### src/rtl/barrett_an_decoder_pipe.sv
`default_nettype none
// ============================================================================
//  Module   : barrett_an_decoder_pipe
//  Purpose  : Pipelined AN-code decoder. Each accepted codeword is divided by
//             the code constant A using Barrett reduction (multiply by
//             M = floor(2^K / A), shift right by K, then one conditional
//             correction step). Results stream out on a valid/ready port,
//             with a saturating counter of errored results transferred.
//  Revision : 1.0 - initial release
// ----------------------------------------------------------------------------
//  Ports
//    clk        in   1          clock, all logic on rising edge
//    rst        in   1          synchronous active-high reset
//    in_valid   in   1          codeword present
//    in_ready   out  1          block can accept a codeword
//    codeword   in   CW_W       received AN codeword
//    out_valid  out  1          result present
//    out_ready  in   1          consumer accepts result
//    q          out  Q_W        corrected quotient (decoded data)
//    r          out  R_W        corrected remainder, 0 <= r < A
//    error      out  1          1 iff r != 0
//    receive    out  CW_W       codeword that produced this result
//    err_clr    in   1          synchronous clear of err_cnt
//    err_cnt    out  ERR_CNT_W  saturating count of errored results sent
// ============================================================================
module barrett_an_decoder_pipe #(
    parameter  int A         = 13,
    parameter  int CW_W      = 6,
    parameter  int K         = 7,
    parameter  int ERR_CNT_W = 16,
    localparam int Q_W       = ($clog2(((1 << CW_W) - 1) / A + 1) < 1) ? 1
                               : $clog2(((1 << CW_W) - 1) / A + 1),
    localparam int R_W       = $clog2(A)
) (
    input  logic                 clk,
    input  logic                 rst,
    input  logic                 in_valid,
    output logic                 in_ready,
    input  logic [CW_W-1:0]      codeword,
    output logic                 out_valid,
    input  logic                 out_ready,
    output logic [Q_W-1:0]       q,
    output logic [R_W-1:0]       r,
    output logic                 error,
    output logic [CW_W-1:0]      receive,
    input  logic                 err_clr,
    output logic [ERR_CNT_W-1:0] err_cnt
);

    // Barrett multiplier and the product width that holds codeword*M exactly
    localparam int             c_m      = (1 << K) / A;
    localparam int             c_prod_w = CW_W + $clog2(c_m + 1);
    localparam logic [R_W:0]   c_a_ext  = (R_W + 1)'(A);

    // ------------------------------------------------------------------
    // Pipeline registers
    // ------------------------------------------------------------------
    logic                 r_s1_valid;
    logic [CW_W-1:0]      r_s1_cw;
    logic [Q_W-1:0]       r_s1_qest;

    logic                 r_s2_valid;
    logic [CW_W-1:0]      r_s2_cw;
    logic [Q_W-1:0]       r_s2_qest;
    logic [R_W:0]         r_s2_rtmp;

    logic                 r_out_valid;
    logic [Q_W-1:0]       r_q;
    logic [R_W-1:0]       r_r;
    logic                 r_error;
    logic [CW_W-1:0]      r_receive;
    logic [ERR_CNT_W-1:0] r_err_cnt;

    // ------------------------------------------------------------------
    // Combinational datapath
    // ------------------------------------------------------------------
    logic                 w_adv;
    logic [c_prod_w-1:0]  w_prod;
    logic [Q_W-1:0]       w_s1_qest;
    logic [CW_W-1:0]      w_qa;
    logic [CW_W-1:0]      w_diff;
    logic [R_W:0]         w_s2_rtmp;
    logic [R_W:0]         w_sub;
    logic                 w_ge;
    logic [Q_W-1:0]       w_q;
    logic [R_W-1:0]       w_r;
    logic                 w_out_xfer;

    // A single global enable: the whole pipe moves whenever the output
    // register is empty or being drained this cycle.
    assign w_adv      = ~r_out_valid | out_ready;
    assign w_out_xfer = r_out_valid & out_ready;

    // Stage 1: full-width product, then shift. q_est never exceeds the true
    // quotient, so it always fits in Q_W bits after the shift.
    assign w_prod    = c_prod_w'(codeword) * c_prod_w'(c_m);
    assign w_s1_qest = Q_W'(w_prod >> K);

    // Stage 2: q_est*A <= codeword, so the subtraction never wraps and the
    // difference lies in [0, 2A-1], which fits in R_W+1 bits.
    assign w_qa      = CW_W'(r_s1_qest) * CW_W'(A);
    assign w_diff    = r_s1_cw - w_qa;
    assign w_s2_rtmp = (R_W + 1)'(w_diff);

    // Stage 3: at most one correction step is ever needed.
    assign w_sub = r_s2_rtmp - c_a_ext;
    assign w_ge  = (r_s2_rtmp >= c_a_ext);
    assign w_q   = w_ge ? (r_s2_qest + Q_W'(1)) : r_s2_qest;
    assign w_r   = w_ge ? R_W'(w_sub) : R_W'(r_s2_rtmp);

    // ------------------------------------------------------------------
    // Pipeline advance
    // ------------------------------------------------------------------
    always_ff @(posedge clk) begin
        if (rst) begin
            r_s1_valid  <= 1'b0;
            r_s1_cw     <= '0;
            r_s1_qest   <= '0;
            r_s2_valid  <= 1'b0;
            r_s2_cw     <= '0;
            r_s2_qest   <= '0;
            r_s2_rtmp   <= '0;
            r_out_valid <= 1'b0;
            r_q         <= '0;
            r_r         <= '0;
            r_error     <= 1'b0;
            r_receive   <= '0;
        end else if (w_adv) begin
            r_s1_valid  <= in_valid;
            r_s2_valid  <= r_s1_valid;
            r_out_valid <= r_s2_valid;
            // Data registers only load behind a valid slot so that bubbles
            // leave the previous contents untouched.
            if (in_valid) begin
                r_s1_cw   <= codeword;
                r_s1_qest <= w_s1_qest;
            end
            if (r_s1_valid) begin
                r_s2_cw   <= r_s1_cw;
                r_s2_qest <= r_s1_qest;
                r_s2_rtmp <= w_s2_rtmp;
            end
            if (r_s2_valid) begin
                r_q       <= w_q;
                r_r       <= w_r;
                r_error   <= (w_r != '0);
                r_receive <= r_s2_cw;
            end
        end
    end

    // ------------------------------------------------------------------
    // Saturating error counter; clear has priority over increment
    // ------------------------------------------------------------------
    always_ff @(posedge clk) begin
        if (rst) begin
            r_err_cnt <= '0;
        end else if (err_clr) begin
            r_err_cnt <= '0;
        end else if (w_out_xfer && r_error && (r_err_cnt != '1)) begin
            r_err_cnt <= r_err_cnt + ERR_CNT_W'(1);
        end
    end

    assign in_ready  = w_adv;
    assign out_valid = r_out_valid;
    assign q         = r_q;
    assign r         = r_r;
    assign error     = r_error;
    assign receive   = r_receive;
    assign err_cnt   = r_err_cnt;

endmodule
`default_nettype wire

### config.mk
export PLATFORM = sky130hd
export DESIGN_NAME = barrett_an_decoder_pipe
export DESIGN_NICKNAME = d
export VERILOG_FILES = /design/src/rtl/barrett_an_decoder_pipe.sv
export SDC_FILE = /design/constraint.sdc
export NUM_CORES = 1
export LEC_CHECK = 0
export CAP_MARGIN = 30
export CORE_ASPECT_RATIO = 0.5
export CORE_MARGIN = 2
export CORE_UTILIZATION = 53
export CTS_CLUSTER_SIZE = 16
export DETAILED_ROUTE_END_ITERATION = 8
export GPL_ROUTABILITY_DRIVEN = 0
export HOLD_SLACK_MARGIN = 0.08
export PLACE_DENSITY = 0.79
export SLEW_MARGIN = 20
export SYNTH_ARGS = -nofsm -noshare
export SYNTH_HDL_FRONTEND = slang
export SYNTH_SLANG_ARGS = --single-unit
export TNS_END_PERCENT = 20
### constraint.sdc
create_clock -name clk -period 3 [get_ports clk]
set_clock_uncertainty 0.1 [all_clocks]
set_input_delay 0.45 -clock clk [delete_from_list [all_inputs] [get_ports clk]]
set_output_delay 0.45 -clock clk [all_outputs]
set_load 0.02 [all_outputs]
==> metrics, run 1 <==
Sink Count 56; crit path buf inv count 1; top cells by area, synth dfxtp_1 41%, nand2_1 9.1%, a21oi_1 6.4%; status finished, final reports clean; port bufs 42; CP Class flop to flop; Leak Pwr 0.00113 uW; number of synthesized register bits 56; PostCTS Resize Cnt 0; syn_nets 345; share of layout cells above drive strength 1 5.92%; Antenna Nets Post-Route 0; Core Region 0.00493 mm2; DRC 0; CP delay by family, top adder cells; routed vias/inst 5.31; fin crit share 81.3%; worst skew pair latency 0.32 ns; startpoint type of the worst setup path flop; die area 0.00577 mm2; slowest stage delay, CP 0.46 ns; WL per Instance 13.1 um; Slew HR 52.1%; Synth Flop Type dfxtp_1; total congestion overflow 0; VDD IR max 242 uV; largest net degree at the start of global routing 42; placed cell area 0.00318 mm2; clock period minus worst slack 2.44 ns; Mapped Cells 318; CP max FO 6; final instance area 0.00327 mm2; top-count cell post-synth nand2_1; CTS Buf Count 5; first-pass GRT wire length 9230 um; top cells by count, synth 66 x nand2_1, 56 x dfxtp_1, 35 x a21oi_1; RSZ-0062 raised after global routing false; CTS tree built; cell taking the most area after synthesis dfxtp_1; row cnt 18; Crit path arrival time 2.54 ns; required time worst endpoint 3.10 ns; routed wire length 5560 um; Reg clk slew, reported paths 0.10 ns; CP endpoint kind flop; ys async rst share 0%; Max Freq 0.410 GHz; clock tree buffer depth 2; Critical-path top delay cell dfxtp_1; cells along the critical path ha_1, inv_1, fa_1, ha_1, a21oi_1, xnor3_1, nand2_1, a21oi_1; ANT cells 0; Hold WC Path Type flop to flop; Seq/Total Area, Yosys 41.1%; count of pins over their slew limit 0; hpwl dp 4100 um; # setup viols final 0; Chip Height 54.7 um; fin nets 381; total number of vias 2257; worst slew pin tran 0.719 ns; Initial Utilization 55.3%; Synth top area share 41.1%; # hold bufs at CTS 0; Power Density 442 mW/mm2; gr usage total 20.7%; synth warn 0; Synth-to-Final Area Change 19.9%; die width 105 um; IO Pins 43; Fin. Hold Viols 0; level count of the clock H-tree 2; Post-synth EDFFs 0; synth unique cells 49; Post-Syn Area 0.00273 mm2; number of max-cap violations 0; Avg Inst Size Synth 8.58 um2; DR iter-0 viols 49; setup TNS 0 ns; number of setup buffers added after CTS 0; Pre-antenna DRT Iters 4; R2R Setup Slk 0.56 ns; vias in the first global route 1994; initial antenna violation count 0; Root Driver clkbuf_8
## area by class of cell
class                      count  area, um2
multi-input combinational    237       1500
sequential                    56       1120
fill                         429       1660
clock inverter                 3       26.3
clock buffer                   5       68.8
tap                           70       87.6
inverter                      11       41.3
timing repair buffer          43        428
## flip-flops by register name, summed over array words and instances, names as in the netlist, 3 cells and up
| name | cells |
|---|---|
| r_s2_rtmp | 5 |
| q | 3 |
| r_s2_cw | 6 |
| r_s1_qest | 3 |
| err_cnt | 16 |
| r_s1_cw | 6 |
| receive | 6 |
| r_s2_qest | 3 |
| r | 4 |
## tightest hold or removal path, cell delays in order, from the launching register on
cell and delay (ns):
dfxtp_1 0.32, nand2_1 0.05, a21oi_1 0.05
## through the flow
step	hold slack [ns]	total power [uW]	setup WS [ns]	instances	util (%)
final	0.359	1440	0.562	425	66.3
after global routing	0.377	1520	0.340	425	66.3
after CTS	0.360	1460	0.559	425	66.3
after detailed placement	0.346	1030	0.309	417	64.4
after global placement	0.344	1020	0.430	417	64.4
after floorplan	0.332	969	0.741	318	-
## routing by layer
layer / global-route usage (%) / up-vias / part of all wire (%)
met5: 0 / - / 0
met4: 8.89 / 0 / 1.1
met3: 4.29 / 6 / 4.6
met2: 36.8 / 48 / 47
met1: 25.3 / 1049 / 47
li1: - / 1154 / -
## report_power, final
group / internal [uW] / switching (uW) / total [uW] / leakage, uW
Clock: 171 / 258 / 429 / 0.0000487
Sequential: 767 / 25.1 / 792 / 0.000455
Combinational: 108 / 115 / 224 / 0.000631
## kinds of logic after synthesis
group / share of synthesized area, %
mux: 1.51
buf+inv: 3.99
xor+xnor: 9.50
simple gates: 23.3
fa+ha+maj: 7.89
compound gates: 12.7
flops: 41.1
## path summary, 6_finish.rpt
| kind | from | end | cells after the start |
|---|---|---|---|
| hold / removal | r[0] | r[0] | 2 |
| setup reg to reg | r_s1_qest[0] | r_s2_rtmp[4] | 8 |
| hold reg to reg | r[0] | r[0] | 2 |
| setup / recovery | r_s1_qest[0] | r_s2_rtmp[4] | 8 |
## cell usage in the layout (no fill, tap or decap), types with 2 or more instances in the layout
cell type         n
a211oi_1          7
a21oi_1          35
a311oi_1          2
and2_1            2
and3_1            2
clkbuf_8          5
clkdlybuf4s50_1  42
clkinv_4          2
dfxtp_1          56
fa_1              2
ha_1             14
inv_1            11
mux2i_1           3
nand2_1          66
nand2b_1          4
nand3_1           7
nand4_1           5
nor2_1           28
nor3_1            3
nor4_1            2
o21ai_0           3
xnor2_1          19
xor2_1            8
(Power assumes the default switching activity.)
==> run 2, diff against run 1 <==
clock period = 2.5 ns   (was 3 ns; I/O delays follow)
==> run 2 against run 1 <==
Net effect: combinational power grew 23%; clock-buffer cell count unchanged; final cell count rose by 1.6%; critical path depth stayed put; critical path type unchanged; critical endpoint unchanged; highest routed layer unchanged.
==> metrics, run 2 (synthesized netlist as in run 1, its figures left out) <==
vias in the first global route 2057 (was 1994); CP Class flop to flop (unchanged); total number of vias 2260 (was 2257); WL per Instance 12.9 um (was 13.1 um); startpoint type of the worst setup path flop (unchanged); Pre-antenna DRT Iters 4 (unchanged); fin nets 388 (was 381); initial antenna violation count 0 (unchanged); ANT cells 0 (unchanged); CP max FO 4 (was 6); R2R Setup Slk 0.12 ns (was 0.56 ns); largest net degree at the start of global routing 42 (unchanged); Final Non-Filler Cells 432 (was 425); Slew HR 65.0% (was 52.1%); status finished, final reports clean (unchanged); max FFs per register 16 (unchanged); Hold WC Path Type flop to flop (unchanged); CTS Buf Count 5 (unchanged); required time worst endpoint 2.60 ns (was 3.10 ns); most frequent cells in the layout 66 x nand2_1, 55 x dfxtp_1, 42 x clkdlybuf4s50_1 (was 66 x nand2_1, 56 x dfxtp_1, 42 x clkdlybuf4s50_1); number of max-cap violations 0 (unchanged); Chip Height 54.7 um (unchanged); setup TNS 0 ns (unchanged); routed wire length 5570 um (was 5560 um); Fillers 403 (was 429); die width 105 um (unchanged); Power Density 521 mW/mm2 (was 442 mW/mm2); Core Util, Final 67.3% (was 66.3%); Sink Count 56 (unchanged); clock period minus worst slack 2.38 ns (was 2.44 ns); fin crit share 95.0% (was 81.3%); commonest non-fill, non-tap cell in the layout nand2_1 (unchanged); gr usage total 20.5% (was 20.7%); Leak Pwr 0.00117 uW (was 0.00113 uW); count of pins over their slew limit 0 (unchanged); Max Freq 0.421 GHz (was 0.410 GHz); Initial Utilization 55.3% (unchanged); Root Driver clkbuf_8 (unchanged); # setup viols final 0 (unchanged); hpwl dp 4230 um (was 4100 um); hold slack 0.354 ns (was 0.359 ns); clock tree buffer depth 2 (unchanged); routed vias/inst 5.23 (was 5.31); CP endpoint kind flop (unchanged); die area 0.00577 mm2 (unchanged); row cnt 18 (unchanged); Core Region 0.00493 mm2 (unchanged); DR iter-0 viols 84 (was 49); CTS tree built (unchanged); Synth-to-Final Area Change 21.7% (was 19.9%); VDD IR max 272 uV (was 242 uV); Power Total 1730 uW (was 1440 uW); port bufs 42 (unchanged); Crit path arrival time 2.48 ns (was 2.54 ns); worst skew pair latency 0.32 ns (about the same); level count of the clock H-tree 2 (unchanged); total congestion overflow 0 (unchanged); IO Pins 43 (unchanged); Antenna Nets Post-Route 0 (unchanged); Reg clk slew, reported paths 0.10 ns (about the same); DRC 0 (unchanged); worst slew pin tran 0.525 ns (was 0.719 ns); Fin. Hold Viols 0 (unchanged); first-pass GRT wire length 9120 um (was 9230 um); RSZ-0062 raised after global routing false (unchanged); number of setup buffers added after CTS 0 (unchanged); share of layout cells above drive strength 1 8.01% (was 5.92%); placed cells 424 (was 417)
run 2: critical path, stage by stage, from the launching register on:
cell	delay, ns
dfxtp_1	0.41
ha_1	0.26
inv_1	0.08
fa_1	0.43
ha_1	0.34
a21oi_1	0.19
xnor3_1	0.32
nand2_1	0.07
a21oi_1	0.06
run 2: per-stage QoR:
step           instance area, um2  worst slack [ns]
6_report                     3320             0.124
5_1_grt                      3320            0.0279
4_1_cts                      3320            0.0531
3_5_place_dp                 3230          -0.00879
3_3_place_gp                 3230            0.0985
2_1_floorplan                2730             0.241
run 2: area by class of cell:
| cell class | count | area (um2) | share of cell area (%) |
|---|---|---|---|
| clock buffer | 5 | 68.8 | 2.07 |
| clock inverter | 3 | 22.5 | 0.678 |
| inverter | 11 | 41.3 | 1.24 |
| multi-input combinational | 237 | 1500 | 45.1 |
| sequential | 56 | 1120 | 33.8 |
| tap | 70 | 87.6 | 2.64 |
| timing repair buffer | 50 | 480 | 14.5 |
run 2: per-layer routing:
metal | track usage (%) | share of wire, %
met1 | 23.4 | 45
met2 | 39.2 | 49
met3 | 4.17 | 3.7
met4 | 8.89 | 1.5
met5 | 0 | 0
run 2: worst paths after layout:
kind                                    from           end  depth (start not counted)
worst min register to register    r_s1_cw[5]    r_s2_cw[5]                          2
worst max register to register  r_s1_qest[1]  r_s2_rtmp[4]                          8
worst min-delay path              r_s1_cw[5]    r_s2_cw[5]                          2
worst max-delay path            r_s1_qest[1]  r_s2_rtmp[4]                          8
run 2: timing repair:
item	4_1_cts	5_1_grt
endpoints found under the setup margin	0	1
resized for setup	0	1
endpoints found under the hold margin	0	0
hold buffers	0	0
run 2: power by group:
part / switching (uW) / internal, uW / total (uW)
combinational: 136 / 138 / 275
sequential: 30.8 / 921 / 952
clock: 302 / 201 / 504
total: 470 / 1260 / 1730
